File: config.mk
export PLATFORM = sky130hd
export DESIGN_NAME = iq_decimator
export DESIGN_NICKNAME = d
export VERILOG_FILES = /design/src/rtl/iq_decimator.sv
export SDC_FILE = /design/constraint.sdc
export NUM_CORES = 1
export LEC_CHECK = 0
export ABC_AREA = 1
export CAP_MARGIN = 20
export CORE_MARGIN = 2
export CORE_UTILIZATION = 50
export DETAILED_ROUTE_END_ITERATION = 7
export DONT_BUFFER_PORTS = 1
export PLACE_DENSITY = 0.67
export SKIP_CTS_REPAIR_TIMING = 1
export SLEW_MARGIN = 40
export SYNTH_ARGS = -nofsm -noshare
export SYNTH_HDL_FRONTEND = slang
export SYNTH_SLANG_ARGS = --single-unit
File: constraint.sdc
create_clock -name Clk -period 4.6 [get_ports Clk]
set_input_delay 0.92 -clock Clk [delete_from_list [all_inputs] [get_ports Clk]]
set_output_delay 0.92 -clock Clk [all_outputs]
set_load 0.01 [all_outputs]
File: src/rtl/iq_decimator.sv
`default_nettype none
// ============================================================================
// Module   : iq_decimator
// Purpose  : Boxcar-averaging I/Q decimator (D = 2^LOG2_DECIM) between the
//            sample FIFO and a push/stop downstream stage.
// Options  : DECIM_ROUND_EN - round half up before the shift (else truncate).
// Revision : 1.0 - initial release
// ============================================================================

package iq_decimator_pkg;
    typedef struct packed {
        logic signed [23:0] I;
        logic signed [23:0] Q;
    } Samp;
endpackage

module iq_decimator
    import iq_decimator_pkg::*;
#(
    parameter int LOG2_DECIM = 2
) (
    input  logic               Clk,
    input  logic               Reset,
    input  Samp                fifo_samp,
    input  logic               fifo_empty,
    output logic               fifo_PullOut,
    output logic signed [23:0] SampOutI,
    output logic signed [23:0] SampOutQ,
    output logic               PushOut,
    input  logic               StopOut
);
    localparam int c_DECIM = 1 << LOG2_DECIM;
    localparam int c_CW    = (LOG2_DECIM == 0) ? 1 : LOG2_DECIM;
    localparam int c_AW    = 24 + LOG2_DECIM;
    localparam logic [c_CW-1:0] c_LAST = c_CW'(c_DECIM - 1);
`ifdef DECIM_ROUND_EN
    localparam logic signed [c_AW-1:0] c_ROUND = c_AW'(c_DECIM >> 1);
`else
    localparam logic signed [c_AW-1:0] c_ROUND = '0;
`endif

    typedef enum logic [0:0] {
        ST_ACCUM = 1'b0,
        ST_OUT   = 1'b1
    } state_t;

    state_t                   r_state;
    state_t                   w_next_state;
    logic [c_CW-1:0]          r_count;
    logic signed [c_AW-1:0]   r_acc_i;
    logic signed [c_AW-1:0]   r_acc_q;
    logic signed [23:0]       r_samp_i;
    logic signed [23:0]       r_samp_q;
    logic                     w_pull;
    logic                     w_last;
    logic signed [c_AW-1:0]   w_in_i;
    logic signed [c_AW-1:0]   w_in_q;
    logic signed [c_AW-1:0]   w_sum_i;
    logic signed [c_AW-1:0]   w_sum_q;
    logic signed [23:0]       w_out_i;
    logic signed [23:0]       w_out_q;

    // The accumulator width already covers D full-scale samples plus the
    // rounding offset, so the shifted result always fits in 24 bits.
    assign w_in_i  = c_AW'($signed(fifo_samp.I));
    assign w_in_q  = c_AW'($signed(fifo_samp.Q));
    assign w_sum_i = r_acc_i + w_in_i;
    assign w_sum_q = r_acc_q + w_in_q;
    assign w_out_i = 24'((w_sum_i + c_ROUND) >>> LOG2_DECIM);
    assign w_out_q = 24'((w_sum_q + c_ROUND) >>> LOG2_DECIM);
    assign w_last  = (r_count == c_LAST);

    always_comb begin
        w_next_state = r_state;
        w_pull       = 1'b0;
        case (r_state)
            ST_ACCUM: begin
                w_pull = !fifo_empty && !Reset;
                if (w_pull && w_last) begin
                    w_next_state = ST_OUT;
                end
            end
            ST_OUT: begin
                if (!StopOut) begin
                    w_next_state = ST_ACCUM;
                end
            end
            default: w_next_state = ST_ACCUM;
        endcase
    end

    always_ff @(posedge Clk) begin
        if (Reset) begin
            r_state  <= ST_ACCUM;
            r_count  <= '0;
            r_acc_i  <= '0;
            r_acc_q  <= '0;
            r_samp_i <= '0;
            r_samp_q <= '0;
        end else begin
            r_state <= w_next_state;
            if (w_pull) begin
                if (w_last) begin
                    r_samp_i <= w_out_i;
                    r_samp_q <= w_out_q;
                    r_acc_i  <= '0;
                    r_acc_q  <= '0;
                    r_count  <= '0;
                end else begin
                    r_acc_i  <= w_sum_i;
                    r_acc_q  <= w_sum_q;
                    r_count  <= r_count + c_CW'(1);
                end
            end
        end
    end

    assign fifo_PullOut = w_pull;
    assign PushOut      = (r_state == ST_OUT);
    assign SampOutI     = r_samp_i;
    assign SampOutQ     = r_samp_q;

endmodule
`default_nettype wire

* After elaboration in Yosys (flattened, before gate mapping)
Index checks and enable logic that the tools add are counted.
** Word-level totals
- Output and inout port bits :: 50
- Word-level logic and storage cells :: 23
- Register bits after elaboration :: 103
- Input bits :: 52
** Operators by class
- Bitwise operators :: 1
- Reduce and logical (&&, ||, !) cells :: 5
- Equal/unequal tests :: 1
- $add $sub $neg :: 3
- Muxes and demuxes :: 7
** Operators with widths (number)
- 26-bit by 24-bit adder with 26-bit output :: 2
- 26-bit 2-to-1 mux :: 2
- 1-bit 2-to-1 mux :: 3
- 2-bit by 1-bit adder with 2-bit output (second input constant) :: 1
- 2-bit == test (second input constant) :: 1
- 1-bit logical AND :: 2
- 1-bit logical NOT :: 2
- 2-bit 2-to-1 mux :: 1
- 1-bit case mux with 2 select lines :: 1
- 2-bit AND reduction :: 1
- 1-bit NOT :: 1

* Logic depth before layout (Yosys ltp)
- Word-level depth :: 5
- Mapped depth :: 15
- Gate-level depth less buffers :: 15

* Worst setup path before layout
No wires, ideal clock.
- Kind :: in2reg
- From :: in fifo_samp[24] in the netlist's numbering
- To :: reg r_samp_i[10] (netlist: SampOutI[10])
- Data arrival time :: 2.290 ns
- Required time :: 4.486 ns
- Stages on the path :: 11
- Library setup time :: 0.114 ns
- Buffers on the path :: 0
- Setup slack :: 2.196 ns
- Path through :: ha_1 fa_1 nand2_1 nand2_1 nand3_1 nand3_1 nand2_1 nand2_1 xor2_1 o21bai_1 inv_1
** Between the ends
- Longest elaborated chain between the ends :: 1
** Ends and longest elaborated chain
- from (decl) :: RTL line 24 : input Samp fifo_samp,
- 26-bit by 24-bit adder with 26-bit output :: RTL line 67 : assign w_sum_i = r_acc_i + w_in_i;
- to (signal assigned) :: RTL line 104 : r_samp_i <= w_out_i;
- to (decl) :: RTL line 52 : logic signed [23:0] r_samp_i;
Every way passes these cells.
A chain may end at the register's enable or synchronous reset.

* Worst setup path in the final report
- From :: in fifo_samp[24] in the netlist's numbering
- To :: reg r_samp_i[16] (netlist: SampOutI[16])
Same word-level chain as after synthesis.

==> flow_summary_export.csv <==
group,metric,value,unit
place,dpl_cell_area,7470,um2
power,vdd_drop_max,0.000215,V
place,io_buffers,0,
timing,min_period,2.38,ns
layout,area_growth_syn_to_layout,6.30,%
critical_path,crit_type,"input pin to register",
critical_path,r2r_cells,7,
power,cellLeakagePower,4.41,nW
routing,first_iter_violations,490,
critical_path,r2r_slack,2.40,ns
power,share_comb_of_total_power,22.2,%
layout,final_nets,1286,
run_status,outcome,"finished, final reports clean",
timing,max-slew-margin-rel,51.3,%
critical_path,crit_top_cell,"nand2_1",
power,pwr_density_cell,305,nW/um2
critical_path,max_stage_delay,0.41,ns
timing,tns,0,ns
critical_path,crit_chain,"ha_1 -> fa_1 -> nand2_1 -> nand2_1 -> nand3b_1 -> nand2_1 -> nand2_1 -> nand2_1 -> nand2_1 -> nand3_1 -> nand2_1 -> nand2_1 -> nand2_1 -> inv_1",
synth,synth-seq-cells,103,
routing,wl_per_cell,14.0,um
hold_path,hp-class,"register to register",
routing,drtPass1Iterations,5,
hold_path,hold_end,"r_acc_q[8]$_SDFFE_PP0P_",
clock_network,cts_sinks,103,
power,power,0.00239,W
clock_network,clk_latency,0.36,ns
place,place.gp.congestion,0.985,
timing,worst_slack,2.22,ns
synth,synth_edf_count,0,
timing,drv_slew,0,
clock_network,root_buffer,"clkbuf_16",
critical_path,worstPathArrival,2.64,ns
hold_path,min_path_cells,2,
synth,synth_cells,1198,
synth,yosysWarnings,0,
synth,synth.largest_area_cell,"dfxtp_1",
global_route,grt_max_degree,70,
timing,finalSetupViolCount,0,
synth,synth-seq-area-share,28.1,%
routing,ant_nets,0,
floorplan,fp.dieW,125,um
global_route,antenna_found_initial,0,
routing,wl,19100,um
synth,ys_async_sr_fraction,0,%
critical_path,endpoint_kind,"register",
layout,fill_cells,1494,
clock_network,cts_tree,"yes",
clock_network,cts_buffers,9,
synth,syn_area,7350,um2
timing,tightest_slew,0.725,ns
clock_network,clk_pin_slew,0.07,ns
floorplan,fp.dieArea,15700,um2
power,pwr-share-seq,39.9,%
routing,num_vias,6890,
floorplan,core_area,14400,um2
place,dp_slack,1.88,ns
floorplan,num_io_pins,102,
synth,synth_most_common_cell,"nand2_1",
critical_path,worstPathRequired,4.86,ns
run,maxCapViolCount,0,
global_route,grt_pass1_vias,6356,
power,internal-power,0.00164,W
timing,finalClockSkew,0.00762,ns
timing,rsz0062_at_grt,"no",
synth,synth.top_cells.by_count,"nand2_1 (448), inv_1 (210), dfxtp_1 (103)",
routing,drc,0,
layout,stdcell_area,7810,um2
critical_path,cp-start-kind,"input pin",
floorplan,dieHeight,125,um
critical_path,slowest_stage,"fa_1",
critical_path,worst-path-max-fanout,4,
timing,finalCritPeriodShare,51.7,%
synth,avgSynthCellArea,6.13,um2
layout,finish.utilization,54.2,%
hold_path,min-delay-start,"r_acc_q[8]$_SDFFE_PP0P_",
synth,synth_top_area_share,28.1,%
clock_network,cts-htree-levels,3,
power,power_frac_clock,38.0,%
layout,num_antenna_cells,0,
timing,clock.fmax,421,MHz
floorplan,rows,44,
synth,ys_top_cells_by_area,"dfxtp_1 (28%), nand2_1 (23%), inv_1 (11%)",
critical_path,r2r_start,"PushOut$_SDFF_PP0_",
clock_network,cts_max_path_buffers,2,
critical_path,rr_endpoint,"SampOutI[15]$_SDFFE_PP0P_",
power,swShare,31.1,%
layout,post_route_cells_drive_above_1_share,2.11,%
routing,via_per_inst,5.03,
global_route,grt.overflow.total,0,
floorplan,initial_core_util,51.0,%
power,p_switching,0.000742,W
synth,synthFlopType,"dfxtp_1",
global_route,grt_pass1_wl,32000,um
synth,synth.distinct_cells,29,
timing,hold_viol_final,0,
synth,synth_fp_nets,1303,
global_route,grt_use_total,24.9,%
place,dp_hpwl,14300,um
sequential cells by signal, summed over array words and instances, names as in the netlist:
| register | count |
|---|---|
| r_acc_i | 26 |
| r_acc_q | 26 |
| r_count | 2 |
| SampOutQ | 24 |
| SampOutI | 24 |
| PushOut | 1 |
cell usage in the layout (no fill, tap or decap), types with 5 or more instances in the layout:
cell type,netlist,final
o21ai_0,39,39
o21bai_1,24,24
nand4_1,12,12
o21a_1,12,12
and2_1,5,5
dfxtp_1,103,103
a21oi_1,80,80
nand3_1,58,58
xor2_1,27,27
a21o_1,12,12
inv_1,210,209
nor2_1,59,59
clkbuf_16,0,9
nand2_1,448,448
nand3b_1,8,8
ha_1,51,51
layer usage:
layer,share of wire (%),wire [um],track usage (%)
met1,51,9850,36.7
met2,40,7620,36.2
met3,7.1,1350,6.08
met4,1.6,309,6.99
met5,0,0,0
power by group through the flow:
stage	sequential [W]	combinational, W	clock [W]
5_1_grt	0.000955	0.000609	0.000959
3_5_place_dp	0.000972	0.000519	0
2_1_floorplan	0.000966	0.000415	0
6_report	0.000951	0.000528	0.000906
4_1_cts	0.000951	0.000524	0.000922
3_3_place_gp	0.000971	0.000518	0
worst max-delay path, delay by kind of cell:
family | cells | cell delay [ns]
simple gates | 11 | 1.03
fa+ha+maj | 2 | 0.65
buf+inv | 1 | 0.03
area by class of cell:
cell class	count	area [um2]	share of cell area, %
Clock buffer	10	229	2.93
Clock inverter	6	115	1.47
Inverter	212	801	10.2
Multi-Input combinational cell	852	4350	55.7
Sequential cell	103	2060	26.4
Tap cell	184	230	2.95
Timing Repair Buffer	3	22.5	0.288
worst max path at each step:
stage,startpoint,end,slack (ns),cells past startpoint
floorplan,fifo_samp[24],SampOutI[10]$_SDFFE_PP0P_,2.20,11
global placement,Reset,SampOutQ[18]$_SDFFE_PP0P_,1.67,7
detailed placement,fifo_samp[24],SampOutI[16]$_SDFFE_PP0P_,1.88,14
CTS,fifo_samp[24],SampOutI[16]$_SDFFE_PP0P_,2.24,14
global route,fifo_samp[24],r_acc_i[16]$_SDFFE_PP0P_,2.06,11
finish,fifo_samp[24],SampOutI[16]$_SDFFE_PP0P_,2.22,14
metrics by stage:
stage | hold slack [ns] | std cells
2_1_floorplan | 0.449 | 1198
3_3_place_gp | 0.450 | 1354
3_5_place_dp | 0.455 | 1354
4_1_cts | 0.466 | 1370
5_1_grt | 0.480 | 1370
6_report | 0.465 | 1370
kinds of logic after synthesis:
| logic type | after synthesis | synth area share (%) |
|---|---|---|
| and+or+nand+nor | 597 | 32.9 |
| adders and majority gates | 53 | 9.23 |
| xor gates and xnor gates | 29 | 3.46 |
| AOI/OAI and AO/OA | 173 | 13.7 |
| buffers and inverters | 243 | 12.7 |
| DFF | 103 | 28.1 |
No activity file was read; power rests on OpenSTA's default activity.
